--- src/rtl/exu.sv ---
// ============================================================================
//  Module      : exu
//  Description : Execute stage. Latches one decoded instruction, computes the
//                ALU result, writeback data and jump target, and hands the
//                result to the LSU through a valid/allowin handshake.
//                Optional macro EXU_ITER_SHIFT_EN replaces the barrel shifter
//                with a one-bit-per-cycle iterative shifter (BUSY state).
//  Revision    : 1.0 - initial release
// ============================================================================
`default_nettype none

`ifndef ADU_EXU_BUS_WIDTH
`define ADU_EXU_BUS_WIDTH 233
`endif
`ifndef EXU_LSU_BUS_WIDTH
`define EXU_LSU_BUS_WIDTH 159
`endif

module exu #(
  parameter int ADU_W = `ADU_EXU_BUS_WIDTH,
  parameter int LSU_W = `EXU_LSU_BUS_WIDTH
) (
  input  logic             clk_i,
  input  logic             rst_i,
  input  logic             adu_valid_i,
  input  logic [ADU_W-1:0] adu_exu_bus_i,
  output logic             exu_allowin_o,
  input  logic             lsu_allowin_i,
  output logic [LSU_W-1:0] exu_lsu_bus_o,
  output logic             valid_o,
  output logic             redirect_valid_o,
  output logic [31:0]      redirect_pc_o
);

  typedef enum logic [1:0] {
    IDLE = 2'd0,
    BUSY = 2'd1,
    DONE = 2'd2
  } state_t;

  localparam logic [5:0] c_OP_ADD = 6'b110000;
  localparam logic [5:0] c_OP_SUB = 6'b110001;
  localparam logic [5:0] c_OP_XOR = 6'b010110;
  localparam logic [5:0] c_OP_OR  = 6'b011110;
  localparam logic [5:0] c_OP_AND = 6'b011000;
  localparam logic [5:0] c_OP_SLL = 6'b100000;
  localparam logic [5:0] c_OP_SRL = 6'b100001;
  localparam logic [5:0] c_OP_SRA = 6'b100011;

  state_t           r_state;
  state_t           w_state_nxt;
  state_t           w_accept_state;
  logic [ADU_W-1:0] r_bus;
  logic             r_first;
  logic             w_accept;
  logic             w_handoff;

  // Fields of the latched instruction
  logic        w_res_from_compare;
  logic        w_compare_result;
  logic        w_excp_flush;
  logic        w_xret_flush;
  logic        w_break_signal;
  logic [31:0] w_snpc;
  logic [31:0] w_src1;
  logic [31:0] w_src2;
  logic [31:0] w_rs2_value;
  logic [5:0]  w_alu_op;
  logic        w_res_from_mem;
  logic        w_res_from_csr;
  logic        w_gr_we;
  logic        w_csr_we;
  logic [3:0]  w_mem_re;
  logic [3:0]  w_mem_we;
  logic [4:0]  w_rd;
  logic        w_jmp_flag;
  logic [11:0] w_csr_addr;
  logic [31:0] w_csr_wdata;
  logic [31:0] w_csr_value;

  assign {w_res_from_compare, w_compare_result, w_excp_flush, w_xret_flush,
          w_break_signal, w_snpc, w_src1, w_src2, w_rs2_value, w_alu_op,
          w_res_from_mem, w_res_from_csr, w_gr_we, w_csr_we, w_mem_re,
          w_mem_we, w_rd, w_jmp_flag, w_csr_addr, w_csr_wdata,
          w_csr_value} = r_bus;

  logic [31:0] w_sll;
  logic [31:0] w_srl;
  logic [31:0] w_sra;
  logic [31:0] w_alu_result;
  logic [31:0] w_wb_data;

`ifdef EXU_ITER_SHIFT_EN
  logic [4:0]  r_cnt;
  logic [31:0] r_acc;
  logic [31:0] w_acc_step;
  logic [5:0]  w_in_op;
  logic [31:0] w_in_src1;
  logic [4:0]  w_in_shamt;

  assign w_in_op    = adu_exu_bus_i[99:94];
  assign w_in_src1  = adu_exu_bus_i[195:164];
  assign w_in_shamt = adu_exu_bus_i[136:132];

  // Shift ops park in BUSY; everything else completes in one cycle
  assign w_accept_state = (w_in_op[5:4] == 2'b10) ? BUSY : DONE;

  always_comb begin
    w_acc_step = r_acc;
    case (w_alu_op[1:0])
      2'b00:   w_acc_step = {r_acc[30:0], 1'b0};
      2'b01:   w_acc_step = {1'b0, r_acc[31:1]};
      2'b11:   w_acc_step = {r_acc[31], r_acc[31:1]};
      default: w_acc_step = r_acc;
    endcase
  end

  always_ff @(posedge clk_i or posedge rst_i) begin
    if (rst_i) begin
      r_cnt <= 5'd0;
      r_acc <= 32'd0;
    end else if (w_accept) begin
      r_cnt <= w_in_shamt;
      r_acc <= w_in_src1;
    end else if ((r_state == BUSY) && (r_cnt != 5'd0)) begin
      r_cnt <= r_cnt - 5'd1;
      r_acc <= w_acc_step;
    end
  end

  // Accumulator already holds the finished shift once DONE is reached
  assign w_sll = r_acc;
  assign w_srl = r_acc;
  assign w_sra = r_acc;
`else
  assign w_accept_state = DONE;
  assign w_sll = w_src1 << w_src2[4:0];
  assign w_srl = w_src1 >> w_src2[4:0];
  assign w_sra = $unsigned($signed(w_src1) >>> w_src2[4:0]);
`endif

  // Handshake
  assign valid_o       = (r_state == DONE);
  assign exu_allowin_o = (r_state == IDLE) | ((r_state == DONE) & lsu_allowin_i);
  assign w_accept      = adu_valid_i & exu_allowin_o;
  assign w_handoff     = valid_o & lsu_allowin_i;

  always_comb begin
    w_state_nxt = r_state;
    case (r_state)
      IDLE: if (w_accept) w_state_nxt = w_accept_state;
      DONE: if (w_handoff) w_state_nxt = w_accept ? w_accept_state : IDLE;
`ifdef EXU_ITER_SHIFT_EN
      BUSY: if (r_cnt == 5'd0) w_state_nxt = DONE;
`endif
      default: w_state_nxt = IDLE;
    endcase
  end

  always_ff @(posedge clk_i or posedge rst_i) begin
    if (rst_i) begin
      r_state <= IDLE;
      r_bus   <= '0;
      r_first <= 1'b0;
    end else begin
      r_state <= w_state_nxt;
      if (w_accept) r_bus <= adu_exu_bus_i;
      // Marks the first DONE cycle of each instruction for the redirect pulse
      r_first <= (w_state_nxt == DONE) && ((r_state != DONE) || w_accept);
    end
  end

  always_comb begin
    w_alu_result = 32'd0;
    case (w_alu_op)
      c_OP_ADD: w_alu_result = w_src1 + w_src2;
      c_OP_SUB: w_alu_result = w_src1 - w_src2;
      c_OP_XOR: w_alu_result = w_src1 ^ w_src2;
      c_OP_OR:  w_alu_result = w_src1 | w_src2;
      c_OP_AND: w_alu_result = w_src1 & w_src2;
      c_OP_SLL: w_alu_result = w_sll;
      c_OP_SRL: w_alu_result = w_srl;
      c_OP_SRA: w_alu_result = w_sra;
      default:  w_alu_result = 32'd0;
    endcase
  end

  always_comb begin
    w_wb_data = w_alu_result;
    if (w_res_from_compare)          w_wb_data = {31'd0, w_compare_result};
    else if (w_res_from_csr)         w_wb_data = w_csr_value;
    else if (w_jmp_flag && w_gr_we)  w_wb_data = w_snpc;
  end

  assign redirect_pc_o    = w_alu_result & ~32'h1;
  assign redirect_valid_o = valid_o & r_first & w_jmp_flag;

  assign exu_lsu_bus_o = {w_excp_flush, w_xret_flush, w_break_signal, w_gr_we,
                          w_csr_we, w_res_from_mem, w_mem_re, w_mem_we, w_rd,
                          w_alu_result, w_rs2_value, w_wb_data,
                          w_csr_addr, w_csr_wdata};

endmodule

`default_nettype wire

--- config.mk ---
export PLATFORM = sky130hd
export DESIGN_NAME = exu
export DESIGN_NICKNAME = d
export VERILOG_FILES = /design/src/rtl/exu.sv
export SDC_FILE = /design/constraint.sdc
export NUM_CORES = 1
export LEC_CHECK = 0
export BUFFER_PORTS_ARGS = -buffer_cell sky130_fd_sc_hd__buf_2
export CAP_MARGIN = 15
export CORE_AREA = 4 4 208 210
export CTS_CLUSTER_SIZE = 28
export DETAILED_ROUTE_END_ITERATION = 10
export DIE_AREA = 0 0 212 214
export GPL_ROUTABILITY_DRIVEN = 1
export GPL_TIMING_DRIVEN = 0
export PLACE_DENSITY = 0.68
export RECOVER_POWER = 25
export SLEW_MARGIN = 30
export SYNTH_ARGS = -nofsm -noshare
export SYNTH_HDL_FRONTEND = slang
export SYNTH_SLANG_ARGS = --single-unit
--- constraint.sdc ---
create_clock -name clk_i -period 8.93 [get_ports clk_i]
set_input_delay 0.893 -clock clk_i [delete_from_list [all_inputs] [get_ports clk_i]]
set_output_delay 0.893 -clock clk_i [all_outputs]
set_load 0.05 [all_outputs]
## After elaboration in Yosys (flattened, before gate mapping)

Index checks and enable logic that the tools add are counted.

| word-level totals | value |
|---|---|
| input port bits | 237 |
| bits in registers | 236 |
| output and inout bits | 194 |

| cells by class | value |
|---|---|
| bitwise gates (word level) | 8 |
| reductions and logical operators | 4 |
| shifts and indexed selects | 3 |
| mux-type cells | 8 |
| equality and inequality tests | 11 |
| $add $sub $neg | 2 |

Operator list:

| cell | count |
|---|---|
| $pmux W32 S8 | 1 |
| $mux W32 | 3 |
| $add A32 B32 Y32 | 1 |
| $and A32 B32 Y32 | 1 |
| $or A32 B32 Y32 | 1 |
| $shl A32 B5 Y32 | 1 |
| $shr A32 B5 Y32 | 1 |
| $sshr A32 B5 Y32 | 1 |
| $sub A32 B32 Y32 | 1 |
| $xor A32 B32 Y32 | 1 |
| $eq A6 B6 Y1 const B | 5 |
| $eq A6 B5 Y1 const B | 3 |
| $mux W2 | 3 |
| $and A1 B1 Y1 | 4 |
| $eq A2 B2 Y1 const B | 2 |
| $pmux W2 S2 | 1 |
| $logic_and A1 B1 Y1 | 2 |
| $logic_not A2 Y1 | 1 |
| $ne A2 B2 Y1 const B | 1 |
| $logic_or A1 B1 Y1 | 1 |
| $or A1 B1 Y1 | 1 |

## Depth between registers and ports, before layout

| logic depth | value |
|---|---|
| depth in word-level cells | 9 |
| gate-level depth with buffers | 20 |

## Worst setup path after synthesis

No wires, ideal clock.

| timing path | value |
|---|---|
| kind | reg2out |
| from | reg r_bus[134] |
| to | out exu_lsu_bus_o[49] |
| arrival | 5.933 ns |
| path buffers | 5 |
| cell stages (with the launch flop) | 16 |
| path slack | 2.104 ns |
| cells stage by stage | dfrtp_1 -> buf_2 -> buf_2 -> buf_1 -> clkbuf_1 -> buf_2 -> xnor2_1 -> ha_1 -> o21a_1 -> o31a_1 -> o31a_1 -> a21oi_1 -> a221oi_1 -> o21ai_0 -> nor3_1 -> a2111oi_0 |

| on the way | value |
|---|---|
| word-level cells in the longest chain between the ends | 5 |
| elaborated cells on any way between the ends | 9 |
| those cells by class | add/sub: 2; shift: 3; mux: 4 |

RTL lines:

| element | RTL line | RTL |
|---|---|---|
| from (decl) | 53 | `logic [ADU_W-1:0] r_bus;` |
| from (signal assigned) | 167 | `if (w_accept) r_bus <= adu_exu_bus_i;` |
| $sub A32 B32 Y32, or another cell as far along | 177 | `c_OP_SUB: w_alu_result = w_src1 - w_src2;` |
| $pmux W32 S8 * | 175 | `case (w_alu_op)` |
| named net exu_lsu_bus_o[113] | 29 | `output logic [LSU_W-1:0] exu_lsu_bus_o,` |
| $mux W32 * | 192 | `else if (w_jmp_flag && w_gr_we) w_wb_data = w_snpc;` |
| $mux W32 * | 191 | `else if (w_res_from_csr) w_wb_data = w_csr_value;` |
| $mux W32 * | 190 | `if (w_res_from_compare) w_wb_data = {31'd0, w_compare_result};` |
| to (decl) | 29 |  |

The timed path passes the listed nets; every way through them passes the cells marked *.

## Final worst setup path

| timing path | value |
|---|---|
| from | reg r_bus[134] |
| to | out exu_lsu_bus_o[68] |

| on the way | value |
|---|---|
| word-level cells in the longest chain between the ends | 5 |
| elaborated cells on any way between the ends | 9 |
| those cells by class | add/sub: 2; shift: 3; mux: 4 |

RTL lines:

| element | RTL line |
|---|---|
| $sub A32 B32 Y32, or another cell as far along | 177 |
| $pmux W32 S8 * | 175 |
| $mux W32 * | 192 |
| $mux W32 * | 191 |
| $mux W32 * | 190 |

Mark *: on every way between the ends. The rest lies on a longest branch, timed or not.

==> PnR_summary.wiki <==
{| class="wikitable"
! Metric !! Value
|-
| Area added between synthesis and finish || 20.6%
|-
| Achievable frequency || approximately 0.13 GHz
|-
| Clock tree root driver cell || sky130_fd_sc_hd__clkbuf_16
|-
| Number of antenna violations at the first check in global routing || 1
|-
| Share of the synthesized area in the top cell type || 32.0%
|-
| Unrepaired setup endpoints after global routing || no
|-
| Final global-route overflow total || 0
|-
| Violated checks || capacitance limit, slew limit
|-
| Reg2Reg Setup Slack || 6040 ps
|-
| Number of ports placed on the die boundary || 431
|-
| Clock-pin slew on the worst setup and hold paths || ~60 ps
|-
| TritonCTS Buffers || 27
|-
| Maximum ir drop on the vdd rail || 205 uV
|-
| Wire length of the first global-routing pass || 130 mm
|-
| Post-route ant nets || 0
|-
| Yosys reg bits || 236
|-
| Data arrival time at the worst-slack endpoint || around 7000 ps
|-
| Horiz. Die Dim || about 210 um
|-
| Shortest period the worst path allows || 7830 ps
|-
| Vias per cell || 6.22
|-
| Tightest Pin Transition || approximately 4700 ps
|-
| Count of buffering cells on the critical path with inverters included || 4
|-
| Total iterations of the first detailed-routing run || 5
|-
| Drt first-iter violations || between 2000 and 2500
|-
| Clock sink count || 236
|-
| Fin area || between 0.02 and 0.025 mm^2
|-
| Slowest-stage cell, CP || sky130_fd_sc_hd__nor2_1
|-
| Number of hold violations in the final report || 0
|-
| Routability congestion estimate || 1.10
|-
| Cell mode on critical path || sky130_fd_sc_hd__buf_2
|-
| Full die area || 0.0454 mm^2
|-
| Synth warnings || 0
|-
| Vias in the first global route || 18537
|-
| Biggest area contributors in the synthesized netlist || sky130_fd_sc_hd__dfrtp_1 (32%), sky130_fd_sc_hd__mux2_2 (11%), sky130_fd_sc_hd__mux4_2 (7.8%)
|-
| Flip-flop cell with the highest count after synthesis || sky130_fd_sc_hd__dfrtp_1
|-
| Clock Skew || 12.6 ps
|-
| Classification of the worst-slack hold path || register to register
|-
| Post-DP Area || around 0.021 mm^2
|-
| Die height || 214 um
|-
| Delay contributed by the slowest stage of the critical path || 650 ps
|-
| Level count of the clock H-tree || 1
|-
| Routed wire per std cell || 30.7 um
|-
| Post-synth EDFFs || 0
|-
| Combined area of all synthesized cells || 0.0184 mm^2
|-
| Post-route non-filler standard cell count || just under 3000
|-
| Number of nets in the finished design || 2728
|-
| Total chip power || 5470 uW
|-
| Most common cell after layout, fill and taps aside || sky130_fd_sc_hd__buf_2
|-
| Worst path required time || 8040 ps
|-
| Overall Global Routing Usage || 38.8%
|-
| Launching element type of the critical path || register
|-
| Average footprint of a synthesized cell || 9.55 um^2
|-
| Power density of the placed cells || 246 mW/mm^2
|-
| Number of gates resized after cts || 0
|-
| Initial standard-cell utilization of the core || 44.4%
|-
| Standard-cell rows || between 70 and 80
|-
| Core area || 0.0416 mm^2
|-
| Capturing element type of the critical path || primary output
|-
| TritonCTS clock tree || done
|-
| Critical path class || register to primary output
|-
| Drt total wl || 90.7 mm
|-
| Post-layout util || 53.5%
|-
| Buffers inserted during post-CTS setup optimization || 0
|-
| HPWL reported at the end of detailed placement || 72.0 mm
|-
| Max_slew headroom || -211%
|-
| DRC violation count after routing || 0
|-
| Largest delay contributor family on the critical path || simple AND/OR/NAND/NOR gates
|-
| Fraction of final layout cells with drive strength greater than 1 || a little under two fifths
|-
| Register area share after synthesis || 32.0%
|-
| List of cells traversed by the critical path || buf_2 > buf_2 > buf_1 > nor2_1 > nand4_1 > or2_2 > o41ai_1 > xnor2_1 > ha_1 > nand2_1 > o21ai_0 > o21ai_0 > nand3_1 > nand3_1 > a211o_1 > a21o_1 > a21o_1 > buf_2
|-
| Largest driver fanout on the critical path || 10
|-
| Worst-Skew Late Latency || 580 ps
|-
| Vias after detailed routing || around 18000
|-
| Bufs on Longest Clock Path || 3
|-
| Number of failing setup endpoints in the final timing report || 0
|-
| Run status || finished with violations
|-
| Final slew viol count || 241
|-
| Cells after DPL || between 2000 and 3000
|-
| Gate count after technology mapping || 1932
|-
| Most frequent cells in the layout || sky130_fd_sc_hd__buf_2 (444), sky130_fd_sc_hd__dfrtp_1 (236), sky130_fd_sc_hd__nand2_1 (199), sky130_fd_sc_hd__mux2_2 (180), sky130_fd_sc_hd__o21ai_0 (150)
|-
| Yosys top cell by area || sky130_fd_sc_hd__dfrtp_1
|-
| Count of buffers from port buffering || 429
|-
| Post-synth ARST share || 100%
|-
| Largest net degree at the start of global routing || 88
|-
| Part of the cycle the worst path needs || 87.7%
|-
| Unique cell type count in the Yosys netlist || 77
|-
| Standby leakage power || between 0.01 and 0.015 uW
|-
| Max-capacitance violation count || 3
|-
| Cts hold-fix bufs || 0
|}
## final timing paths
kind                                  from                end  depth (start not counted)
max in group asynchronous            rst_i         r_bus[176]                          3
worst max-delay path            r_bus[134]  exu_lsu_bus_o[68]                         18
worst min register to register  r_state[0]         r_state[1]                          1
worst min-delay path            r_state[0]         r_state[1]                          1
worst max register to register   r_bus[97]          r_bus[97]                          4
min in group asynchronous            rst_i          r_bus[73]                          2
## metrics by stage
step | hold WS (ps) | setup WS [ps] | TNS, ps
after floorplan | 425 | 1560 | 0
after global placement | 438 | -1090 | -246630
after detailed placement | 456 | 1940 | 0
after CTS | 381 | 1300 | 0
after global routing | 513 | 944 | 0
final | 484 | 1100 | 0
## sequential cells by signal, indices dropped and copies added, names as in the netlist
name,count
r_first,1
r_bus,233
r_state,2
## power breakdown
part	internal, uW	switching, uW
clock	720	475
combinational	943	1860
sequential	1240	229
## logic make-up after synthesis
logic type,after synthesis,synth area share (%)
compound gates,469,17.0
xor+xnor,49,2.33
fa+ha+maj,98,6.69
buf+inv,336,9.67
flops,236,32.0
mux,296,21.6
other cells,1,0.0203
simple gates,447,10.6
## layout make-up
cell class,instances,area (um^2)
well taps,539,674
multi-input cells,1361,10800
fillers,3849,19300
flip-flops and latches,236,5910
diodes,3,7.51
repair buffers,431,2150
clock buffers,33,728
plain buffers,247,1450
inverters,89,335
clock inverters,11,200
## synthesized netlist by cell type (5+ instances only)
| master | instances |
|---|---|
| sky130_fd_sc_hd__a22o_1 | 20 |
| sky130_fd_sc_hd__a221o_1 | 7 |
| sky130_fd_sc_hd__and3_1 | 8 |
| sky130_fd_sc_hd__o221ai_1 | 6 |
| sky130_fd_sc_hd__a211o_1 | 6 |
| sky130_fd_sc_hd__a221oi_1 | 10 |
| sky130_fd_sc_hd__buf_1 | 15 |
| sky130_fd_sc_hd__a21oi_1 | 77 |
| sky130_fd_sc_hd__and2_1 | 10 |
| sky130_fd_sc_hd__nand2_1 | 199 |
| sky130_fd_sc_hd__o21a_1 | 12 |
| sky130_fd_sc_hd__inv_1 | 83 |
| sky130_fd_sc_hd__nor2_1 | 126 |
| sky130_fd_sc_hd__or3_1 | 10 |
| sky130_fd_sc_hd__mux2i_1 | 52 |
| sky130_fd_sc_hd__a41oi_1 | 5 |
| sky130_fd_sc_hd__nor3_1 | 32 |
| sky130_fd_sc_hd__a211oi_1 | 17 |
| sky130_fd_sc_hd__o21ai_0 | 151 |
| sky130_fd_sc_hd__mux4_2 | 64 |
| sky130_fd_sc_hd__a311oi_1 | 6 |
| sky130_fd_sc_hd__dfrtp_1 | 236 |
| sky130_fd_sc_hd__nor2b_1 | 6 |
| sky130_fd_sc_hd__ha_1 | 97 |
| sky130_fd_sc_hd__nor4_1 | 8 |
| sky130_fd_sc_hd__a31oi_1 | 10 |
| sky130_fd_sc_hd__buf_4 | 130 |
| sky130_fd_sc_hd__a21o_1 | 26 |
| sky130_fd_sc_hd__buf_2 | 16 |
| sky130_fd_sc_hd__nand4_1 | 6 |
| sky130_fd_sc_hd__xor2_1 | 7 |
| sky130_fd_sc_hd__o2111ai_1 | 9 |
| sky130_fd_sc_hd__a22oi_1 | 12 |
| sky130_fd_sc_hd__xnor2_1 | 42 |
| sky130_fd_sc_hd__clkbuf_1 | 84 |
| sky130_fd_sc_hd__nand3_1 | 22 |
| sky130_fd_sc_hd__a2111oi_0 | 9 |
| sky130_fd_sc_hd__o31ai_1 | 7 |
| sky130_fd_sc_hd__o41ai_1 | 7 |
| sky130_fd_sc_hd__mux2_2 | 180 |
| sky130_fd_sc_hd__o211ai_1 | 22 |
| sky130_fd_sc_hd__o22ai_1 | 10 |
## per-layer routing
layer | vias up | global-route usage, % | wire (um)
li1 | 7832 | - | -
met1 | 9129 | 50.0 | 35200
met2 | 1159 | 60.2 | 41200
met3 | 239 | 9.64 | 8520
met4 | 0 | 20.1 | 5850
met5 | - | 0 | 0
Note: power is estimated with default switching activity, not from simulation.
